$ cat src/rtl/i2c_req_arbiter.sv
// Two-requester round-robin front end for an I2C master: latches the winner's
// transfer, pulses the master start, waits for done or timeout, then strobes a response.
module i2c_req_arbiter #(
    parameter int ADDR_WIDTH = 7,
    parameter int DATA_WIDTH = 8,
    parameter int TIMEOUT    = 255
) (
    input  logic                  clk,
    input  logic                  reset,
    input  logic                  req0,
    input  logic [ADDR_WIDTH-1:0] addr0,
    input  logic                  rw0,
    input  logic [DATA_WIDTH-1:0] wdata0,
    input  logic                  req1,
    input  logic [ADDR_WIDTH-1:0] addr1,
    input  logic                  rw1,
    input  logic [DATA_WIDTH-1:0] wdata1,
    output logic                  gnt0,
    output logic                  gnt1,
    output logic                  m_en,
    output logic [ADDR_WIDTH-1:0] addr,
    output logic                  r_w,
    output logic [DATA_WIDTH-1:0] f_out,
    input  logic                  ack_n,
    input  logic                  done,
    input  logic [DATA_WIDTH-1:0] rdata,
    output logic                  rsp_valid,
    output logic                  rsp_id,
    output logic                  rsp_err,
    output logic [DATA_WIDTH-1:0] rsp_data,
    output logic                  busy
);

    typedef enum logic [1:0] {S_IDLE, S_ISSUE, S_WAIT, S_RESP} state_t;

    localparam logic [7:0] TO_LAST = 8'(TIMEOUT - 1);

    state_t                state_q, state_d;
    logic [7:0]            cnt_q, cnt_d;
    logic                  sel_q, sel_d;
    logic                  last_q, last_d;
    logic                  gnt0_q, gnt0_d, gnt1_q, gnt1_d, m_en_q, m_en_d;
    logic [ADDR_WIDTH-1:0] addr_q, addr_d;
    logic                  r_w_q, r_w_d;
    logic [DATA_WIDTH-1:0] f_out_q, f_out_d;
    logic                  rsp_valid_q, rsp_valid_d, rsp_id_q, rsp_id_d, rsp_err_q, rsp_err_d;
    logic [DATA_WIDTH-1:0] rsp_data_q, rsp_data_d;
    logic                  busy_q, busy_d;
    logic                  pick;

    // last_q holds the requester served most recently; the other one wins a tie.
    assign pick = (req0 && req1) ? ~last_q : req1;

    always_comb begin
        state_d     = state_q;
        cnt_d       = cnt_q;
        sel_d       = sel_q;
        last_d      = last_q;
        addr_d      = addr_q;
        r_w_d       = r_w_q;
        f_out_d     = f_out_q;
        gnt0_d      = 1'b0;
        gnt1_d      = 1'b0;
        m_en_d      = 1'b0;
        rsp_valid_d = 1'b0;
        rsp_id_d    = 1'b0;
        rsp_err_d   = 1'b0;
        rsp_data_d  = '0;
        case (state_q)
            S_IDLE: begin
                if (req0 || req1) begin
                    sel_d   = pick;
                    addr_d  = pick ? addr1 : addr0;
                    r_w_d   = pick ? rw1 : rw0;
                    f_out_d = pick ? wdata1 : wdata0;
                    gnt0_d  = ~pick;
                    gnt1_d  = pick;
                    m_en_d  = 1'b1;
                    state_d = S_ISSUE;
                end
            end
            S_ISSUE: begin
                cnt_d   = '0;
                state_d = S_WAIT;
            end
            S_WAIT: begin
                if (done) begin
                    rsp_valid_d = 1'b1;
                    rsp_id_d    = sel_q;
                    rsp_err_d   = ack_n;
                    rsp_data_d  = (r_w_q && !ack_n) ? rdata : '0;
                    state_d     = S_RESP;
                end else if (cnt_q == TO_LAST) begin
                    rsp_valid_d = 1'b1;
                    rsp_id_d    = sel_q;
                    rsp_err_d   = 1'b1;
                    state_d     = S_RESP;
                end else begin
                    cnt_d = cnt_q + 8'd1;
                end
            end
            S_RESP: begin
                last_d  = sel_q;
                state_d = S_IDLE;
            end
            default: state_d = S_IDLE;
        endcase
        busy_d = (state_d != S_IDLE);
    end

    always_ff @(posedge clk or posedge reset) begin
        if (reset) begin
            state_q     <= S_IDLE;
            cnt_q       <= '0;
            sel_q       <= 1'b0;
            last_q      <= 1'b1;
            gnt0_q      <= 1'b0;
            gnt1_q      <= 1'b0;
            m_en_q      <= 1'b0;
            addr_q      <= '0;
            r_w_q       <= 1'b0;
            f_out_q     <= '0;
            rsp_valid_q <= 1'b0;
            rsp_id_q    <= 1'b0;
            rsp_err_q   <= 1'b0;
            rsp_data_q  <= '0;
            busy_q      <= 1'b0;
        end else begin
            state_q     <= state_d;
            cnt_q       <= cnt_d;
            sel_q       <= sel_d;
            last_q      <= last_d;
            gnt0_q      <= gnt0_d;
            gnt1_q      <= gnt1_d;
            m_en_q      <= m_en_d;
            addr_q      <= addr_d;
            r_w_q       <= r_w_d;
            f_out_q     <= f_out_d;
            rsp_valid_q <= rsp_valid_d;
            rsp_id_q    <= rsp_id_d;
            rsp_err_q   <= rsp_err_d;
            rsp_data_q  <= rsp_data_d;
            busy_q      <= busy_d;
        end
    end

    assign gnt0      = gnt0_q;
    assign gnt1      = gnt1_q;
    assign m_en      = m_en_q;
    assign addr      = addr_q;
    assign r_w       = r_w_q;
    assign f_out     = f_out_q;
    assign rsp_valid = rsp_valid_q;
    assign rsp_id    = rsp_id_q;
    assign rsp_err   = rsp_err_q;
    assign rsp_data  = rsp_data_q;
    assign busy      = busy_q;

endmodule

$ cat config.mk
export PLATFORM = sky130hd
export DESIGN_NAME = i2c_req_arbiter
export DESIGN_NICKNAME = d
export VERILOG_FILES = /design/src/rtl/i2c_req_arbiter.sv
export SDC_FILE = /design/constraint.sdc
export NUM_CORES = 1
export LEC_CHECK = 0
export CORE_MARGIN = 8
export CORE_UTILIZATION = 39
export DETAILED_ROUTE_END_ITERATION = 16
export GPL_ROUTABILITY_DRIVEN = 0
export PLACE_DENSITY = 0.84
export SLEW_MARGIN = 20
export SYNTH_ARGS = -nofsm -noshare
export SYNTH_HDL_FRONTEND = slang
export SYNTH_SLANG_ARGS = --single-unit
$ cat constraint.sdc
create_clock -name clk -period 1.5 [get_ports clk]
set_input_delay 0.45 -clock clk [delete_from_list [all_inputs] [get_ports clk]]
set_output_delay 0.45 -clock clk [all_outputs]
set_load 0.05 [all_outputs]
==> metrics.yaml <==
run_status:
  status: "finished, final reports clean"
logic_synthesis:
  synthCells: 171
  synth.avg_cell_area_um2: 11.2
  yosysMostFrequentCell: "dfrtp_1"
  synth-async-reset-ratio_pct: 100
  synth_xor_area_share_pct: 0.456
  yosys-mux-area-fraction_pct: 8.92
  syn-num-nets: 223
  synth_cell_types: 41
  synth_common_cells: "dfrtp_1, o21ai_1, nand2_1"
  synth_top_family_by_area: "simple AND/OR/NAND/NOR gates"
  syn_area_um2: 1920
  synth_compound_area_share_pct: 12.6
  synth-adder-area-share_pct: 3.91
  yosys.area.top_type_share_pct: 54.7
  ys_seq_elements: 43
  synthFlopType: "dfrtp_1"
  synth_area_leader_cell: "dfrtp_1"
  ys_seq_area_share_pct: 56.1
  ys_warn_count: 0
  synthTopCellsByArea: "dfrtp_1, mux2i_1, o21ai_1"
  synth-edff-count: 0
  synth-simple-area-share_pct: 14.9
worst_setup_path:
  r2r_end: "cnt_q[7]$_DFFE_PP0P_"
  arrival_ps: 1680
  crit_required_ps: 1680
  path_buf_inv: 1
  worstSetupStartpointType: "flop"
  path_cells: "inv_2, ha_4, and4b_1, nor3b_2, xor2_1, a21o_1"
  reg2reg_slack_ps: 5
  end_kind: "flop"
  cp_slowest_cell: "dfrtp_1"
  path_delay_family: "simple AND/OR/NAND/NOR gates"
  reg2reg_depth: 6
  crit_start: "state_q[0]$_DFF_PP0_"
  crit_cells: 6
  max_stage_delay_ps: 400
  timing.rr.start: "state_q[0]$_DFF_PP0_"
  crit_type: "flop to flop"
  crit_fanout: 4
global_routing:
  grt_max_degree: 31
  track_usage_pct: 14.2
  grt_antenna_before_repair: 0
  grt_pass1_wl_mm: 8.31
  grt_overflow: 0
  grt_pass1_vias: 1730
place:
  dp.final_hpwl_mm: 4.08
  placedCellCount: 326
  port_buffers: 76
die:
  row_count: 25
  start_util_pct: 40.4
  io_pins: 77
  die_y_um: 86.2
  die_w_um: 86.2
  core_um2: 4750
  dieArea_um2: 7430
cts:
  cts_buffers: 5
  clk_pin_slew_ps: 80
  clock_latency_ps: 290
  htree_levels: 2
  cts_buffer_depth: 2
  root_buffer: "clkbuf_8"
  postCtsHoldBufs: 0
  cts_sinks: 43
  cts_tree: "built"
timing:
  period_share_pct: 99.7
  hold_viol: 0
  fmax_ghz: 0.669
  max_slew_margin_pct: 81.3
  finClkSkew_ps: 3.11
  worst_pin_slew_ps: 279
  report.final.slew_viol_count: 0
  finalSetupViolations: 0
  fin_crit_ps: 1500
drt:
  routed_via_density: 4.87
  drtAntennaViolNets: 0
  wl_mm: 5.45
  dr.pass1.iters: 4
  vias: 1636
  drc: 0
  post_drt_wl_per_cell_um: 16.2
  drt_iter0_drc: 32
final_layout:
  final_nets: 321
  diodes: 0
  drive_above_1_share_pct: 27.5
  area.growth.synth_to_final_pct: 79.0
  fillers: 343
  fin_cells: 336
job:
  max_cap_violations: 0
hold_path:
  hold_class: "primary input to async pin"
power:
  p_leak_nw: 1.61
  p_int_mw: 3.71
  p_per_area_nw_per_um2: 1830
  clockPowerShare_pct: 11.7
  swShare_pct: 41.1
  power_mw: 6.30
  vdd.ir_drop.worst_v: 0.000897
  p_comb_share_pct: 58.2
  power.switching_mw: 2.59
  seqPwrFrac_pct: 30.2
## cell type report
type | instances | area [um^2] | area share (%)
Timing Repair Buffer | 97 | 1310 | 38.1
Sequential cell | 43 | 1080 | 31.3
Tap cell | 67 | 83.8 | 2.44
Inverter | 7 | 26.3 | 0.764
Multi-Input combinational cell | 115 | 856 | 24.9
Clock inverter | 1 | 5.00 | 0.146
Clock buffer | 6 | 82.6 | 2.40
## power by group through the flow
| stage | logic [mW] | clock network (mW) | registers, mW |
|---|---|---|---|
| 2_1_floorplan | 0.810 | 0 | 2.71 |
| 3_3_place_gp | 3.44 | 0 | 1.89 |
| 3_5_place_dp | 3.50 | 0 | 1.91 |
| 4_1_cts | 3.52 | 0.758 | 1.89 |
| 5_1_grt | 3.90 | 0.798 | 1.95 |
| 6_report | 3.67 | 0.735 | 1.90 |
## kinds of logic (layout without fill, tap and decap cells)
| family | count (synthesis) | after routing |
|---|---|---|
| muxes | 17 | 17 |
| buffers and inverters | 13 | 111 |
| DFF | 43 | 43 |
| AOI/OAI and AO/OA | 39 | 39 |
| and+or+nand+nor | 52 | 52 |
| xor gates and xnor gates | 1 | 1 |
| adders and majority gates | 6 | 6 |
## state kept, by name, summed over array words and instances (netlist names), 2 cells and up
signal	flops
cnt_q	8
f_out	8
rsp_data	8
addr	7
state_q	2
## timing repair
action	CTS	global route
endpoints found under the setup margin	0	27
setup buffers	0	1
gates resized for setup	0	15
## cell usage in the layout (no fill, tap or decap), types with 3 or more instances in the layout
| master | count |
|---|---|
| nand3_1 | 3 |
| clkdlybuf4s50_1 | 42 |
| nor2_1 | 4 |
| buf_12 | 34 |
| dfrtp_1 | 42 |
| mux2i_1 | 16 |
| and2_1 | 10 |
| a21oi_1 | 5 |
| nor2b_1 | 3 |
| ha_1 | 3 |
| clkbuf_8 | 6 |
| nand2_1 | 18 |
| dlymetal6s2s_1 | 3 |
| o21ai_1 | 19 |
| inv_1 | 5 |
| buf_4 | 16 |
## metal layers
layer	wire, um	GRT usage [%]	share of wire (%)
met1	2080	15.4	38
met3	387	4.63	7.1
met5	0	0	0
met4	121	6.10	2.2
met2	2860	24.8	53
## stage by stage
step	setup WS, ps	setup TNS [ps]	utilization (%)	hold WS [ps]	area, um^2
2_1_floorplan	47.5	0	-	458	1920
3_3_place_gp	-261	-6850	67.8	489	3220
3_5_place_dp	-304	-8170	67.8	501	3220
4_1_cts	4.42	0	69.6	368	3310
5_1_grt	-41.4	-81.5	72.3	389	3440
6_report	4.55	0	72.3	367	3440
## worst max-delay path by stage
stage                                 to  slack [ps]
global placement    cnt_q[7]$_DFFE_PP0P_        -260
global route        cnt_q[5]$_DFFE_PP0P_         -40
finish              cnt_q[7]$_DFFE_PP0P_           5
floorplan            addr[0]$_DFFE_PP0P_          50
CTS                       busy$_DFF_PP0_           4
detailed placement  cnt_q[5]$_DFFE_PP0P_        -300
Power figures use the tool's default switching activity.
